===== config.mk =====
export PLATFORM = sky130hd
export DESIGN_NAME = uart_rx_param
export DESIGN_NICKNAME = d
export VERILOG_FILES = /design/src/rtl/uart_rx_param.sv
export SDC_FILE = /design/constraint.sdc
export NUM_CORES = 1
export LEC_CHECK = 0
export CAP_MARGIN = 40
export CORE_MARGIN = 2
export CORE_UTILIZATION = 35
export DETAILED_ROUTE_END_ITERATION = 6
export DONT_BUFFER_PORTS = 1
export PLACE_DENSITY = 0.48
export SLEW_MARGIN = 10
export SYNTH_ARGS = -nofsm -noshare
export SYNTH_HDL_FRONTEND = slang
export SYNTH_SLANG_ARGS = --single-unit

===== constraint.sdc =====
create_clock -name clk -period 5.5 [get_ports clk]
set_input_delay 0.55 -clock clk [delete_from_list [all_inputs] [get_ports clk]]
set_output_delay 0.55 -clock clk [all_outputs]
set_load 0.02 [all_outputs]

===== src/rtl/uart_rx_param.sv =====
// rtl/uart_rx_param.sv - parametrised UART receiver with valid/ready output and error flags
// Centre-sampling receiver: 2-flop sync, start glitch rejection, parity/framing/overrun flags.
module uart_rx_param #(
  parameter int FREQ      = 12000000,
  parameter int BAUD      = 9600,
  parameter int DATA_BITS = 8,
  parameter int PARITY    = 0,
  parameter int STOP_BITS = 1
) (
  input  logic                 clk,
  input  logic                 nrst,
  input  logic                 rx_in,
  output logic [DATA_BITS-1:0] rx_data,
  output logic                 rx_valid,
  input  logic                 rx_ready,
  output logic                 parity_err,
  output logic                 frame_err,
  output logic                 overrun,
  output logic                 busy
);

  localparam int CPB = FREQ / BAUD;
  localparam int CW  = (CPB > 1) ? $clog2(CPB) : 1;
  localparam int BW  = (DATA_BITS > 1) ? $clog2(DATA_BITS) : 1;
  localparam logic [CW-1:0] CNT_LAST  = CW'(CPB - 1);
  localparam logic [CW-1:0] CNT_MID   = CW'(CPB / 2 - 1);
  localparam logic [BW-1:0] BIT_LAST  = BW'(DATA_BITS - 1);
  localparam logic          PAR_ODD   = (PARITY == 1);
  localparam logic          STOP_LAST = (STOP_BITS == 2);

  typedef enum logic [2:0] {
    S_IDLE,
    S_START,
    S_DATA,
    S_PARITY,
    S_STOP
  } state_t;

  state_t               state;
  logic                 rx_m;
  logic                 rx_s;
  logic [CW-1:0]        cnt;
  logic [BW-1:0]        bit_idx;
  logic                 stop_idx;
  logic [DATA_BITS-1:0] shift;
  logic                 perr;
  logic                 ferr;
  logic                 accept;
  logic                 bit_end;

  assign accept  = rx_valid && rx_ready;
  assign bit_end = (cnt == CNT_LAST);

  always_ff @(posedge clk) begin
    if (!nrst) begin
      rx_m <= 1'b1;
      rx_s <= 1'b1;
    end else begin
      rx_m <= rx_in;
      rx_s <= rx_m;
    end
  end

  always_ff @(posedge clk) begin
    if (!nrst) begin
      state      <= S_IDLE;
      cnt        <= '0;
      bit_idx    <= '0;
      stop_idx   <= 1'b0;
      shift      <= '0;
      perr       <= 1'b0;
      ferr       <= 1'b0;
      rx_data    <= '0;
      rx_valid   <= 1'b0;
      parity_err <= 1'b0;
      frame_err  <= 1'b0;
      overrun    <= 1'b0;
      busy       <= 1'b0;
    end else begin
      overrun <= 1'b0;
      if (accept) rx_valid <= 1'b0;

      case (state)
        S_IDLE: begin
          cnt <= '0;
          if (!rx_s) begin
            state <= S_START;
            busy  <= 1'b1;
          end
        end

        S_START: begin
          if (cnt == CNT_MID) begin
            cnt <= '0;
            if (!rx_s) begin
              state    <= S_DATA;
              bit_idx  <= '0;
              stop_idx <= 1'b0;
              perr     <= 1'b0;
              ferr     <= 1'b0;
            end else begin
              // start bit vanished before its centre: line glitch
              state <= S_IDLE;
              busy  <= 1'b0;
            end
          end else begin
            cnt <= cnt + 1'b1;
          end
        end

        S_DATA: begin
          if (bit_end) begin
            cnt     <= '0;
            shift   <= {rx_s, shift[DATA_BITS-1:1]};
            bit_idx <= bit_idx + 1'b1;
            if (bit_idx == BIT_LAST)
              state <= (PARITY != 0) ? S_PARITY : S_STOP;
          end else begin
            cnt <= cnt + 1'b1;
          end
        end

        S_PARITY: begin
          if (bit_end) begin
            cnt   <= '0;
            perr  <= ((^shift) ^ rx_s) != PAR_ODD;
            state <= S_STOP;
          end else begin
            cnt <= cnt + 1'b1;
          end
        end

        S_STOP: begin
          if (bit_end) begin
            cnt <= '0;
            if (stop_idx == STOP_LAST) begin
              // commit; a pending unaccepted word is overwritten
              rx_data    <= shift;
              parity_err <= perr;
              frame_err  <= ferr | ~rx_s;
              rx_valid   <= 1'b1;
              overrun    <= rx_valid && !rx_ready;
              state      <= S_IDLE;
              busy       <= 1'b0;
            end else begin
              stop_idx <= 1'b1;
              ferr     <= ferr | ~rx_s;
            end
          end else begin
            cnt <= cnt + 1'b1;
          end
        end

        default: begin
          state <= S_IDLE;
          busy  <= 1'b0;
        end
      endcase
    end
  end

endmodule


==> run_results.csv <==
group,metric,value,unit
synthesis,synth-seq-cells,42,
run_status,status,"finished clean",
finish,post_layout_nonfiller_instances,297,
cts,cts_buffer_depth,2,
place,dpl.hpwl,2890,um
grt,grt_pass1_vias,1378,
synthesis,yosysTopAreaCellShare,42.7,%
cts,clock_latency,0.30,ns
cts,htree_levels,2,
power,ir_drop,0.119,mV
cts,clkSlewWorstSetupHoldPaths,0.09,ns
grt,grt_max_degree,16,
cts,clock_sinks,42,
grt,grt_antenna_before_repair,0,
worst_setup_path,path_delay_family,"simple AND/OR/NAND/NOR gates",
floorplan,core-area,5470,um2
sta,timing.final.crit_share,40.8,%
floorplan,die-width,79.0,um
worst_setup_path,slowest_delay,0.44,ns
floorplan,start_util,36.0,%
place,dp_slack,3.23,ns
synthesis,synth.most_common_cell,"dfxtp_1",
finish,drive_above_1_share,5.78,%
floorplan,ios,17,
power,p_per_area,253,nW/um2
synthesis,synth_top_area_cell,"dfxtp_1",
cts,ctsHoldBuffers,0,
cts,tritoncts,"done",
power,p_leak,0.786,nW
route,first_pass_iters,4,
worst_setup_path,r2r_setup_slack,3.25,ns
cts,cts_resized,0,
synthesis,synth_common_cells,"42 x dfxtp_1, 34 x nand2_1, 23 x nor2_1",
synthesis,seq_area_frac_synth,42.7,%
grt,grt_overflow,0,
synthesis,synth_area_leaders,"dfxtp_1 43%, nand2_1 6.5%, a21oi_1 4.6%, mux2i_1 4.6%, nor2_1 4.4%",
cts,clock-root-buffer,"clkbuf_8",
finish,final_area,2110,um2
synthesis,synth_area,1970,um2
floorplan,rows,27,
power,power,534,uW
finish,nNetsFinal,233,
sta,fin_setup_tns,0,ns
worst_setup_path,crit_fanout,11,
sta,fin_skew,0.0111,ns
finish,diodes,0,
finish,area_growth,7.06,%
worst_setup_path,worst-setup-path-type,"flip-flop to flip-flop",
route,vias_per_cell,5.18,
synthesis,syn-instance-count,229,
cts,cts_post_setup_buffers_inserted,0,
route,drt_iter0_drc,95,
sta,tightest_slew,0.504,ns
worst_setup_path,slowest_stage,"or3_4",
flow_run,drv_cap,0,
synthesis,synth-edff-count,0,
sta,fmax,445,MHz
sta,hold-worst-slack,0.328,ns
route,wl_per_cell,13.9,um
place,io_buffers,0,
synthesis,synth-main-ff-cell,"dfxtp_1",
worst_setup_path,end_kind,"flip-flop",
sta,fin_ws,3.25,ns
floorplan,die_area,6240,um2
route,drt-total-wl,4120,um
synthesis,synth_nets,238,
worst_setup_path,crit_chain,"or3_4 > nor3_2 > nand2_1 > a21boi_1 > o22ai_1",
grt,grt_pass1_wl,6880,um
route,route.vias.total,1537,
place,placed_area,2010,um2
sta,rsz0062_at_grt,"no",
worst_hold_path,hold_class,"input port to flip-flop",
route,drc_errors,0,
sta,slew_violations,0,
place,place_inst,289,
finish,final_util,38.5,%
worst_setup_path,cp_num_buf_inv,0,
sta,period_needed,2.25,ns
synthesis,ys_types,44,
grt,grt_usage,14.1,%
place,place_congestion,0.798,
route,ant_nets,0,
worst_setup_path,start_kind,"flip-flop",
sta,setup_violations,0,
cts,cts_buffers,5,
synthesis,avgSynthCellArea,8.59,um2
worst_setup_path,cp.required,5.67,ns
sta,max-slew-margin-rel,66.3,%
finish,fillers,592,
floorplan,fp.dieH,79.0,um
synthesis,synth_warnings,0,
sta,finalHoldViolCount,0,
worst_setup_path,cp_data_arrival_time,2.42,ns
synthesis,synth-async-reset-ratio,0,%
==> cells in the final DEF (no fill, tap or decap), types with 4 or more instances in the layout <==
cell / Yosys / layout
mux2i_1: 9 / 9
nor3_1: 7 / 7
nor2_1: 23 / 23
nand2b_1: 4 / 4
ha_1: 5 / 5
clkbuf_8: 0 / 5
nand3_1: 6 / 6
and3_1: 5 / 5
o21ai_0: 6 / 6
nand4_1: 4 / 4
inv_1: 5 / 5
a21oi_1: 18 / 18
dfxtp_1: 42 / 42
nand2_1: 34 / 34
xnor2_1: 5 / 5
==> sequential cells by signal (all words and copies together), names as in the netlist, 3 cells and up <==
name and flops:
cnt 11, state 3, rx_data 8, shift 8, bit_idx 3
==> cell families (layout without fill, tap and decap cells) <==
| logic type | count (synthesis) | after routing | share of synthesized area (%) |
|---|---|---|---|
| xor gates and xnor gates | 8 | 8 | 4.26 |
| adders and majority gates | 5 | 5 | 3.18 |
| AOI/OAI and AO/OA | 48 | 48 | 16.7 |
| muxes | 9 | 9 | 4.58 |
| and+or+nand+nor | 99 | 99 | 24.5 |
| buffers and inverters | 18 | 14 | 4.00 |
| DFF | 42 | 42 | 42.7 |
==> layout make-up <==
type / instances / area (um2) / share of cell area, %
sequential: 42 / 841 / 39.9
multi-input combinational: 169 / 1050 / 49.8
clock buffer: 5 / 68.8 / 3.27
tap: 72 / 90.1 / 4.28
inverter: 5 / 18.8 / 0.891
timing repair buffer: 1 / 15.0 / 0.713
clock inverter: 3 / 25.0 / 1.19
==> where the power goes <==
part,leakage (nW),switching (mW),total (mW),internal (mW)
Clock,0.0447,0.118,0.210,0.0917
Sequential,0.339,0.00337,0.309,0.306
Combinational,0.402,0.00923,0.0149,0.00571
==> worst register-to-register path, cell delays in order, from the launching register on <==
cell and delay [ns]:
dfxtp_1 0.36, or3_4 0.44, nor3_2 0.42, nand2_1 0.43, a21boi_1 0.35, o22ai_1 0.13
==> worst paths after layout <==
kind,start,end,cells after the start
max,cnt[2],bit_idx[2],5
min,nrst,rx_m,1
max reg2reg,cnt[2],bit_idx[2],5
min reg2reg,rx_m,rx_s,1
==> metal layers <==
layer / wire (um) / share of wire [%] / GRT usage [%] / up-vias
li1: - / - / - / 796
met1: 2230 / 54 / 20.4 / 715
met2: 1700 / 41 / 19.4 / 20
met3: 127 / 3.1 / 3.98 / 6
met4: 63 / 1.5 / 5.69 / 0
met5: 0 / 0 / 0 / -
No activity file was read; power rests on OpenSTA's default activity.
